--- src/rtl/counter_reg_pkg.sv ---
// Shared encodings for the counter register bank.
package counter_reg_pkg;

  // Overflow policy selected by the SAT_MODE parameter.
  localparam int unsigned MODE_WRAP = 0;
  localparam int unsigned MODE_SAT  = 1;

  // Per-channel operation, already resolved for priority by the top level.
  typedef enum logic [2:0] {
    OP_HOLD,
    OP_WRITE,
    OP_CLR,
    OP_INC,
    OP_DEC
  } op_e;

endpackage

--- src/rtl/counter_reg_cell.sv ---
// One counter channel: value register plus sticky overflow flag.
module counter_reg_cell
  import counter_reg_pkg::*;
#(
  parameter int unsigned      WIDTH     = 16,
  parameter int unsigned      SAT_MODE  = MODE_WRAP,
  parameter logic [WIDTH-1:0] RESET_VAL = '0
) (
  input  logic             clk,
  input  logic             reset_n,
  input  op_e              op,
  input  logic [WIDTH-1:0] datain,
  output logic [WIDTH-1:0] value,
  output logic             ovf
);

  localparam logic [WIDTH-1:0] AllOnes  = '1;
  localparam logic [WIDTH-1:0] AllZeros = '0;
  localparam logic [WIDTH-1:0] One      = WIDTH'(1);
  localparam bit               Saturate = (SAT_MODE == MODE_SAT);

  logic [WIDTH-1:0] value_q, value_d;
  logic             ovf_q, ovf_d;

  // Next-state: apply the decoded op; boundary crossings set the sticky flag.
  always_comb begin
    value_d = value_q;
    ovf_d   = ovf_q;
    unique case (op)
      OP_WRITE: begin
        value_d = datain;
        ovf_d   = 1'b0;
      end
      OP_CLR: begin
        value_d = AllZeros;
        ovf_d   = 1'b0;
      end
      OP_INC: begin
        if (value_q == AllOnes) begin
          ovf_d   = 1'b1;
          value_d = Saturate ? AllOnes : AllZeros;
        end else begin
          value_d = value_q + One;
        end
      end
      OP_DEC: begin
        if (value_q == AllZeros) begin
          ovf_d   = 1'b1;
          value_d = Saturate ? AllZeros : AllOnes;
        end else begin
          value_d = value_q - One;
        end
      end
      default: begin
        value_d = value_q;
        ovf_d   = ovf_q;
      end
    endcase
  end

  // State registers with asynchronous reset.
  always_ff @(posedge clk or negedge reset_n) begin
    if (!reset_n) begin
      value_q <= RESET_VAL;
      ovf_q   <= 1'b0;
    end else begin
      value_q <= value_d;
      ovf_q   <= ovf_d;
    end
  end

  assign value = value_q;
  assign ovf   = ovf_q;

endmodule

--- src/rtl/counter_reg_bank.sv ---
// Bank of independent counter registers with shared load bus and muxed read.
module counter_reg_bank
  import counter_reg_pkg::*;
#(
  parameter int unsigned      WIDTH     = 16,
  parameter int unsigned      CHANNELS  = 4,
  parameter int unsigned      SAT_MODE  = MODE_WRAP,
  parameter logic [WIDTH-1:0] RESET_VAL = '0,
  localparam int unsigned     SEL_W     = (CHANNELS > 1) ? $clog2(CHANNELS) : 1
) (
  input  logic                      clk,
  input  logic                      reset_n,
  input  logic                      write_en,
  input  logic [SEL_W-1:0]          sel,
  input  logic [WIDTH-1:0]          datain,
  input  logic [CHANNELS-1:0]       clr,
  input  logic [CHANNELS-1:0]       inc,
  input  logic [CHANNELS-1:0]       dec,
  input  logic [SEL_W-1:0]          rd_sel,
  output logic [WIDTH-1:0]          dataout,
  output logic [CHANNELS*WIDTH-1:0] data_all,
  output logic [CHANNELS-1:0]       zero,
  output logic [CHANNELS-1:0]       ovf
);

  logic [WIDTH-1:0] value [CHANNELS];
  op_e              ch_op [CHANNELS];

  for (genvar i = 0; i < CHANNELS; i++) begin : g_ch
    // Out-of-range sel never matches any channel, so such writes fall through.
    logic wr_hit;
    assign wr_hit = write_en && (sel == SEL_W'(i));

    // Priority decode: write, clear, inc+dec cancel, inc, dec, hold.
    always_comb begin
      ch_op[i] = OP_HOLD;
      if (wr_hit) begin
        ch_op[i] = OP_WRITE;
      end else if (clr[i]) begin
        ch_op[i] = OP_CLR;
      end else if (inc[i] && dec[i]) begin
        ch_op[i] = OP_HOLD;
      end else if (inc[i]) begin
        ch_op[i] = OP_INC;
      end else if (dec[i]) begin
        ch_op[i] = OP_DEC;
      end
    end

    counter_reg_cell #(
      .WIDTH    (WIDTH),
      .SAT_MODE (SAT_MODE),
      .RESET_VAL(RESET_VAL)
    ) u_cell (
      .clk    (clk),
      .reset_n(reset_n),
      .op     (ch_op[i]),
      .datain (datain),
      .value  (value[i]),
      .ovf    (ovf[i])
    );

    assign data_all[i*WIDTH +: WIDTH] = value[i];
    assign zero[i]                    = (value[i] == '0);
  end

  // Read mux; an out-of-range rd_sel reads as zero.
  always_comb begin
    dataout = '0;
    for (int unsigned i = 0; i < CHANNELS; i++) begin
      if (rd_sel == SEL_W'(i)) begin
        dataout = value[i];
      end
    end
  end

endmodule

--- config.mk ---
export PLATFORM = sky130hd
export DESIGN_NAME = counter_reg_bank
export DESIGN_NICKNAME = d
export VERILOG_FILES = /design/src/rtl/counter_reg_pkg.sv /design/src/rtl/counter_reg_cell.sv /design/src/rtl/counter_reg_bank.sv
export SDC_FILE = /design/constraint.sdc
export NUM_CORES = 1
export LEC_CHECK = 0
export ABC_AREA = 1
export CORE_ASPECT_RATIO = 0.8
export CORE_MARGIN = 4
export CORE_UTILIZATION = 40
export CTS_CLUSTER_DIAMETER = 40
export DETAILED_ROUTE_END_ITERATION = 10
export PLACE_DENSITY = 0.65
export SLEW_MARGIN = 10
export SYNTH_ARGS = -nofsm -noshare
export SYNTH_HDL_FRONTEND = slang
export SYNTH_SLANG_ARGS = --single-unit
export TNS_END_PERCENT = 30
--- constraint.sdc ---
create_clock -name clk -period 3.4 [get_ports clk]
set_input_delay 0.68 -clock clk [delete_from_list [all_inputs] [get_ports clk]]
set_output_delay 0.68 -clock clk [all_outputs]
set_load 0.01 [all_outputs]
# Word-level counts from Yosys, hierarchy flattened
# Cells that the tools add are included.
[classes]
addsub = 8
eq_ne = 34
mux = 48
n_reduce_logical = 30
[ops]
columns = ["op", "count"]
rows = [
  ["16-bit case mux with 4 select lines", 4],
  ["16-bit two-way mux", 12],
  ["16-bit by 1-bit adder with 16-bit output, second input constant", 4],
  ["16-bit equality test, second input constant", 4],
  ["16-bit zero test", 4],
  ["16-bit by 1-bit subtractor with 16-bit output, second input constant", 4],
  ["3-bit two-way mux", 20],
  ["3-bit by 2-bit equality test with 1-bit output, second input constant", 8],
  ["4-bit nonzero test", 4],
  ["3-bit by 1-bit equality test with 1-bit output, second input constant", 4],
  ["3-bit equality test, second input constant", 4],
  ["1-bit case mux with 3 select lines", 4],
  ["3-bit AND reduction", 4],
  ["3-bit nonzero test", 4],
  ["2-bit equality test, second input constant", 4],
  ["1-bit logical AND", 8],
  ["1-bit two-way mux", 8],
  ["2-bit by 1-bit inequality test with 1-bit output, second input constant", 4],
  ["2-bit inequality test, second input constant", 4],
  ["2-bit OR reduction", 4],
  ["2-bit by 1-bit equality test with 1-bit output, second input constant", 2],
  ["2-bit zero test", 2],
]
[totals]
ff_bits = 68
inputBits = 35
out_inout_bits = 88
wordCells = 128

# Depth between registers and ports, before layout
# Gate-level depths: netlist of the first run.
[depth]
word_depth = 9
depth_mapped = 12
mapped_depth_nobuf = 11

# Hierarchy
# Synthesis of the first run repeated with hierarchy kept, for this count alone.
[hier_totals]
hier_cells = 1584
area_unflattened_um2 = 9205.1
[modules_own_cells]
columns = ["mod", "n_inst", "cells_each", "area_each_um2", "seq_area_each_um2"]
rows = [
  ["counter_reg_cell at g_ch[0].u_cell ...", 2, 340, 2030.7, 425.4],
  ["counter_reg_cell at g_ch[2].u_cell", 1, 333, 1990.7, 425.4],
  ["counter_reg_cell at g_ch[3].u_cell", 1, 333, 1975.6, 425.4],
  ["counter_reg_bank", 1, 238, 1177.4, 0.0],
]

# Worst setup path before layout of the first run
# Ideal clock, no wire load.
[synth_timing]
path_kind = "in2out"
start = "in rd_sel[1]"
end = "out dataout[2]"
t_arrival_ns = 1.567
t_required_ns = 2.720
path_slack_ns = 1.153
stages = 5
n_path_buf = 0
path_cell_list = "nor2_1 > clkinv_1 > o22ai_1 > a21oi_1 > o21ai_0"
[synth_between]
elab_chain_len = 5
word_cells_on_any_way = 8
classes_between = "3 x eq/ne; 4 x mux; 1 x reduce/logical"
[synth_rtl]
columns = ["element", "line_no", "source"]
rows = [
  ["start: declaration", "counter_reg_bank.sv:19", "input logic [SEL_W-1:0] rd_sel,"],
  ["2-bit zero test", "counter_reg_bank.sv:71", "if (rd_sel == SEL_W'(i)) begin"],
  ["16-bit two-way mux (3 in a row)", "counter_reg_bank.sv:71", ""],
  ["16-bit two-way mux (*)", "counter_reg_bank.sv:71", ""],
  ["end: declaration", "counter_reg_bank.sv:20", "output logic [WIDTH-1:0] dataout,"],
]
# Mark *: on every way between the ends. The rest lies on a longest branch, timed or not.

# Worst setup path after layout of the first run
[layout_timing]
start = "in rd_sel[0]"
end = "out dataout[14]"
# The elaborated chain is that of the path after synthesis.

==> implementation parameters, run 1 <==
Parameter                              Value

Outcome
  Run status ... finished, final reports clean

Drt
  Post-route ant nets ... 0
  Number of design rule violations left after detail routing ... 0
  Total wire length ... approximately 30000 um
  Routed via count divided by cell count ... 5.505
  DRC marker count from the first detailed-route iteration ... 1131
  Pre-antenna DRT Iters ... 6
  Overall via count from detail_route ... 9392
  Post-detailed-route wirelength per cell ... 18.09 um

Global route
  Maximum number of pins on one net before global-route repair ... 69
  Antenna violations before repair ... 0
  Global-route usage over all layers ... 0.2795
  Wire length of the first global-routing pass ... about 48000 um
  Global-route congestion overflow total ... 0
  Via count of the first global-routing pass ... slightly above 8000

Placement
  Half-perimeter wire length after detailed placement ... between 20000 and 25000 um
  Count of input and output buffers ... 122
  Final GP Congestion ... 1.025

Synthesis
  Largest area contributor in the synthesized netlist ... sky130_fd_sc_hd__nand2_1
  Total of flip-flops plus latches after synthesis ... 68
  Area contributors post-synth ... sky130_fd_sc_hd__nand2_1 22%, sky130_fd_sc_hd__dfrtp_1 22%, sky130_fd_sc_hd__nand3_1 11%, sky130_fd_sc_hd__nor2_1 7.7%, sky130_fd_sc_hd__inv_1 6.4%
  Distinct cells, synth ... 38
  Count of warnings emitted by yosys ... 0
  Mapped Nets ... 1392
  Area of the mapped netlist ... 7655 um^2
  Area share of the largest cell type after synthesis ... 0.2226
  Mean instance size in the synthesized netlist ... 5.683 um^2
  Cells after synthesis ... 1347
  Proportion of synthesized chip area in sequential cells ... 0.2223

Finish
  Number of antenna diodes ... 0
  Final #Nets ... 1494
  Signed area change from the synthesized netlist to the final layout ... 22.51%
  Share of post-route cells with drive strength above 1 ... 0.07295

Clock tree
  Number of hold buffers added after CTS ... 0
  Clock tree from TritonCTS ... built
  Clock transition at the register clock pins on the worst setup and hold paths after CTS ... approximately 0.060 ns
  Insertion delay to the later sink of the worst-skew pair ... 0.35 ns
  Root buffer selected by CTS ... sky130_fd_sc_hd__clkbuf_16
  CTS H-Tree Depth ... 3
  Number of buffers created by CTS ... 9
  Max Root-Sink Buffers ... 2
  CTS sink count ... approximately 70

Timing
  Layout Skew ... 0.007907 ns
  Final Setup Violations ... 0
  Fin crit period ... 3.224 ns
  Remaining max-slew budget at the tightest pin ... 0.3417
  RSZ-0062 raised after global routing ... false
  Maximum operating frequency ... 310.2 MHz
  Total negative slack ... 0 ns
  Worst hold slack after final layout ... 0.4509 ns
  Pins over their slew limit ... 0
  Hold Violations, Final ... 0
  Worst-Margin Slew ... 0.9875 ns
  Final worst path period share ... 0.9481

Setup path
  Critical Path RT ... 2.72 ns
  Worst reg-to-reg path cell count ... 10
  Category of the worst setup path capture point ... output pin
  Arrival time reported for the critical path endpoint ... 2.54 ns
  Type of the setup path with the least slack ... in -> out
  Worst-path maximum fanout ... 6
  Category of the worst setup path launch point ... input pin

Pwr
  Total leakage power ... about 0.0044 uW
  Largest vdd supply drop ... 0.0002782 V
  P per Cell Area ... 420.0 nW/um^2
  Tot Pwr ... 3939 uW

Flow run
  Count of maximum capacitance violations ... 0

Floorplan
  Io pins ... 123
  Initial standard-cell utilization of the core ... 0.4151
  Row cnt ... 44
  Area of the core ... 18440 um^2
  Die Footprint ... 21430 um^2
  Die boundary height ... 131.7 um
  Horizontal die dimension ... 162.7 um

Min path
  Hold crit path type ... in -> async
-- final cells by class --
| class | count | area, um^2 |
|---|---|---|
| clock buffer | 14 | 284.0 |
| inverter | 146 | 548.0 |
| clock inverter | 1 | 5.005 |
| sequential | 68 | 1702 |
| multi-input combinational | 1075 | 5101 |
| fill | 1987 | 9065 |
| tap | 253 | 316.6 |
| timing repair buffer | 149 | 1421 |
-- cell usage in the layout (no fill, tap or decap), drive strengths merged --
cell / count
o22ai: 14
nor4: 1
dfrtp: 68
inv: 145
o21bai: 1
o21ai: 102
nand2: 463
nor3b: 1
clkdlybuf4s50: 121
a22oi: 5
o2111ai: 6
ha: 10
buf: 28
a21oi: 39
nor2: 185
nand3b: 4
nor3: 5
nand3: 173
or2: 2
and3: 1
xnor2: 5
clkbuf: 14
o311ai: 2
xor2: 33
nand4: 19
clkinv: 2
and2: 3
o211ai: 1
-- worst max-delay path: stages --
cell and delay (ns):
sky130_fd_sc_hd__clkdlybuf4s50_1 0.46, sky130_fd_sc_hd__nor2_1 0.18, sky130_fd_sc_hd__buf_4 0.17, sky130_fd_sc_hd__nand2_1 0.05, sky130_fd_sc_hd__o21ai_0 0.18, sky130_fd_sc_hd__a21oi_1 0.07, sky130_fd_sc_hd__o21ai_0 0.15, sky130_fd_sc_hd__clkdlybuf4s50_1 0.60
-- kinds of logic after synthesis --
kind of cell	Yosys count	share of synthesized area
xor+xnor	38	0.04348
buf+inv	204	0.1113
flops	68	0.2223
compound gates	170	0.1201
simple gates	857	0.4864
fa+ha+maj	10	0.01635
-- state kept, by name (all words and copies together) (netlist names) --
| signal | cells |
|---|---|
| g_ch.u_cell.ovf | 4 |
| g_ch.u_cell.value | 64 |
-- synthesized netlist by cell type, drive strengths merged --
cell and count:
a21oi 39, o21bai 1, o22ai 14, inv 144
ha 10, a22oi 5, clkinv 2, nand4 19
nand3b 4, or2 2, and2 3, nand3 173
clkbuf 12, o2111ai 6, buf 46, o21ai 102
dfrtp 68, xor2 33, xnor2 5, nand2 463
nor4 1, o311ai 2, nor3 5, nor2 185
o211ai 1, and3 1, nor3b 1
-- routing by layer --
| layer | global-route usage | part of all wire | vias to the layer above |
|---|---|---|---|
| li1 | - | - | 4538 |
| met1 | 0.4165 | 0.44 | 4288 |
| met2 | 0.4031 | 0.41 | 520 |
| met3 | 0.06596 | 0.12 | 46 |
| met4 | 0.07592 | 0.024 | 0 |
| met5 | 0 | 0 | - |
-- stage by stage --
stage | utilization | instance area (um^2) | std cells | worst slack [ns]
2_1_floorplan | - | 7655 | 1347 | 1.153
3_3_place_gp | 0.4928 | 9089 | 1691 | 0.1484
3_5_place_dp | 0.4928 | 9089 | 1691 | 0.09172
4_1_cts | 0.5085 | 9378 | 1706 | 0.08961
5_1_grt | 0.5085 | 9378 | 1706 | 0.07503
6_report | 0.5085 | 9378 | 1706 | 0.1765
-- where the power goes --
part,switching [uW],internal (uW),leakage (uW)
clock network,402,570,0.000145
registers,255,922,0.000866
logic,1100,695,0.00338
-- final timing paths --
kind / startpoint / to / slack, ns
max in group asynchronous: reset_n / g_ch[3].u_cell.value[4] / 2.27
hold reg to reg: g_ch[3].u_cell.ovf / g_ch[3].u_cell.ovf / 0.49
setup reg to reg: g_ch[1].u_cell.value[0] / g_ch[1].u_cell.value[13] / 1.32
setup / recovery: rd_sel[0] / dataout[14] / 0.18
hold / removal: reset_n / g_ch[2].u_cell.value[5] / 0.45
min in group clk: g_ch[3].u_cell.ovf / g_ch[3].u_cell.ovf / 0.49
-- repair_timing --
item                                    4_1_cts  5_1_grt
gates resized for setup                       0        1
endpoints found under the setup margin        0        6
buffers inserted                              0        0
Note: power is estimated with default switching activity, not from simulation.
==> run 2, diff against run 1 <==
==> constraint.sdc (replaced) <==
create_clock -name clk -period 3.4 [get_ports clk]
set_input_delay 0.85 -clock clk [delete_from_list [all_inputs] [get_ports clk]]
set_output_delay 0.85 -clock clk [all_outputs]
set_load 0.01 [all_outputs]
==> implementation parameters, run 2 (synthesis gave the netlist of run 1 again) <==
Parameter                              Value

Outcome
  Run status ... finished, final reports clean

Pwr
  Largest vdd supply drop ... 0.0002461 V (-12%)
  P per Cell Area ... 425.5 nW/um^2 (+1.3%)
  Total leakage power ... 0.004601 uW (+4.7%)

Clock tree
  Clock tree from TritonCTS ... built
  CTS H-Tree Depth ... 3 (unchanged)
  Max Root-Sink Buffers ... 2 (unchanged)
  Root buffer selected by CTS ... sky130_fd_sc_hd__clkbuf_16
  Number of buffers created by CTS ... 9 (unchanged)
  Number of hold buffers added after CTS ... 0 (unchanged)
  CTS sink count ... 68 (unchanged)
  Insertion delay to the later sink of the worst-skew pair ... 0.35 ns (about the same)
  Clock transition at the register clock pins on the worst setup and hold paths after CTS ... 0.06 ns (about the same)

Setup path
  Type of the setup path with the least slack ... in -> out
  Critical path buffers and inverters ... 4 (+1)
  Arrival time reported for the critical path endpoint ... 2.47 ns (-0.07 ns)
  Worst-path maximum fanout ... 8 (+2)
  Maximum single-stage delay on the critical path ... 0.53 ns (-0.07 ns)
  Top cell family by delay on the critical path ... buffers and inverters
  Category of the worst setup path capture point ... output pin
  CP max-delay cell ... sky130_fd_sc_hd__clkdlybuf4s50_1
  Critical Path RT ... 2.55 ns (-0.17 ns)
  Category of the worst setup path launch point ... input pin
  Sequence of cells on the critical path ... clkdlybuf4s50_1 -> inv_1 -> nand2_1 -> buf_4 -> o22ai_1 -> a21oi_1 -> o21ai_0 -> dlygate4sd2_1

Finish
  Final cell utilization of the core ... 0.5178 (+0.009363)
  Commonest cells after routing, fill and taps aside ... 453 x sky130_fd_sc_hd__nand2_1, 169 x sky130_fd_sc_hd__nand3_1, 156 x sky130_fd_sc_hd__nor2_1, 130 x sky130_fd_sc_hd__inv_1, 105 x sky130_fd_sc_hd__clkdlybuf4s50_1
  Commonest non-fill, non-tap cell in the layout ... sky130_fd_sc_hd__nand2_1
  Signed area change from the synthesized netlist to the final layout ... 24.76%
  Fill cells ... 1930 (-2.9%)
  Share of post-route cells with drive strength above 1 ... 0.08498 (+0.01202)
  Number of antenna diodes ... 0 (unchanged)
  Number of flip-flops in the largest register ... 64 (unchanged)
  Final #Nets ... 1511 (+1.1%)

Timing
  Maximum operating frequency ... 301.0 MHz (-3.0%)
  Worst-Margin Slew ... 1.041 ns (+0.05306 ns)
  Final Setup Violations ... 0 (unchanged)
  Hold Violations, Final ... 0 (unchanged)
  Fin crit period ... 3.322 ns (+0.09871 ns)
  RSZ-0062 raised after global routing ... false
  Smallest setup slack after layout ... 0.07775 ns (-0.09871 ns)
  Final worst path period share ... 0.9771 (+0.02903)
  Pins over their slew limit ... 0 (unchanged)
  Layout Skew ... 0.01057 ns (+0.002658 ns)
  Remaining max-slew budget at the tightest pin ... 0.3063 (-0.03537)

Floorplan
  Row cnt ... 44 (unchanged)
  Horizontal die dimension ... 162.7 um (unchanged)
  Area of the core ... 18440 um^2 (unchanged)
  Die boundary height ... 131.7 um (unchanged)
  Die Footprint ... 21430 um^2 (unchanged)
  Io pins ... 123 (unchanged)
  Initial standard-cell utilization of the core ... 0.4151 (unchanged)

Drt
  Met3 routed WL ... 3518 um (-2.7%)
  Post-route ant nets ... 0 (unchanged)
  Met2 WL post-DR ... 12990 um (+1.5%)
  DRC marker count from the first detailed-route iteration ... 1025 (-9.4%)
  Met1 WL ... 14190 um (+3.7%)
  Pre-antenna DRT Iters ... 9 (+3)
  Total wire length ... 31510 um (+2.1%)
  Post-detailed-route wirelength per cell ... 18.28 um (+1.1%)
  Top metal layer carrying routed signals ... met4
  Overall via count from detail_route ... 9400 (+0.085%)
  Number of design rule violations left after detail routing ... 0 (unchanged)
  Routed via count divided by cell count ... 5.452 (-0.96%)

Placement
  Final GP Congestion ... 1.001 (-2.3%)
  Half-perimeter wire length after detailed placement ... 23990 um (+2.1%)
  Count of input and output buffers ... 122 (unchanged)
  Setup WS pre-CTS ... -0.1427 ns (-0.2344 ns)

Min path
  Hold crit path type ... reg -> reg

Global route
  Antenna violations before repair ... 1 (+1)
  Global-route congestion overflow total ... 0 (unchanged)
  Maximum number of pins on one net before global-route repair ... 69 (unchanged)
  Global-route usage over all layers ... 0.2874 (+0.007888)
  Via count of the first global-routing pass ... 8453 (+1.9%)
  Wire length of the first global-routing pass ... 48710 um (+2.1%)

Flow run
  Count of maximum capacitance violations ... 0 (unchanged)
run 2: layer usage:
| metal | vias to the layer above | global-route usage |
|---|---|---|
| met5 | - | 0 |
| met4 | 0 | 0.08291 |
| met3 | 40 | 0.07534 |
| met2 | 514 | 0.4105 |
| met1 | 4292 | 0.4246 |
| li1 | 4554 | - |
run 2: layout make-up:
cell class	count	area, um^2	area share
clock buffers	11	242.7	0.02542
clock inverters	5	75.07	0.007861
inverters	146	548.0	0.05738
multi-input cells	1075	5106	0.5347
flip-flops and latches	68	1702	0.1782
well taps	253	316.6	0.03315
repair buffers	166	1560	0.1634
run 2: repair_timing:
item	4_1_cts	5_1_grt
endpoints found under the hold margin	0	0
setup buffers	0	0
pin swaps	0	0
setup endpoints to repair	13	10
cloned	0	0
resized for setup	12	6
run 2: worst paths after layout:
kind | from | end | slack (ns) | cells past startpoint
setup / recovery | rd_sel[1] | dataout[0] | 0.08 | 8
hold reg to reg | g_ch[3].u_cell.ovf | g_ch[3].u_cell.ovf | 0.49 | 2
setup reg to reg | g_ch[1].u_cell.value[4] | g_ch[1].u_cell.value[5] | 1.41 | 9
max in group asynchronous | reset_n | g_ch[0].u_cell.value[11] | 2.02 | 1
hold / removal | g_ch[3].u_cell.ovf | g_ch[3].u_cell.ovf | 0.49 | 2
min in group asynchronous | reset_n | g_ch[2].u_cell.value[12] | 0.63 | 1
run 2: through the flow:
stage | cells | cell area (um^2) | total power, uW | TNS, ns | hold WS (ns)
2_1_floorplan | 1347 | 7655 | 2183 | 0 | 0.4600
3_3_place_gp | 1708 | 9229 | 2975 | -0.3679 | 0.4727
3_5_place_dp | 1708 | 9229 | 2981 | -0.7826 | 0.4799
4_1_cts | 1724 | 9535 | 4034 | 0 | 0.4952
5_1_grt | 1724 | 9550 | 4306 | 0 | 0.5266
6_report | 1724 | 9550 | 4064 | 0 | 0.4914
run 2: worst reg2reg max path, delay by kind of cell (launching register included):
family / cells / cell delay, ns
compound gates: 1 / 0.17
simple gates: 8 / 1.11
flops: 1 / 0.61
run 2: report_power, final:
group | internal [uW] | switching (uW) | total (uW)
clock network | 660 | 401 | 1060
logic | 712 | 1160 | 1880
registers | 923 | 204 | 1130
total | 2290 | 1770 | 4060
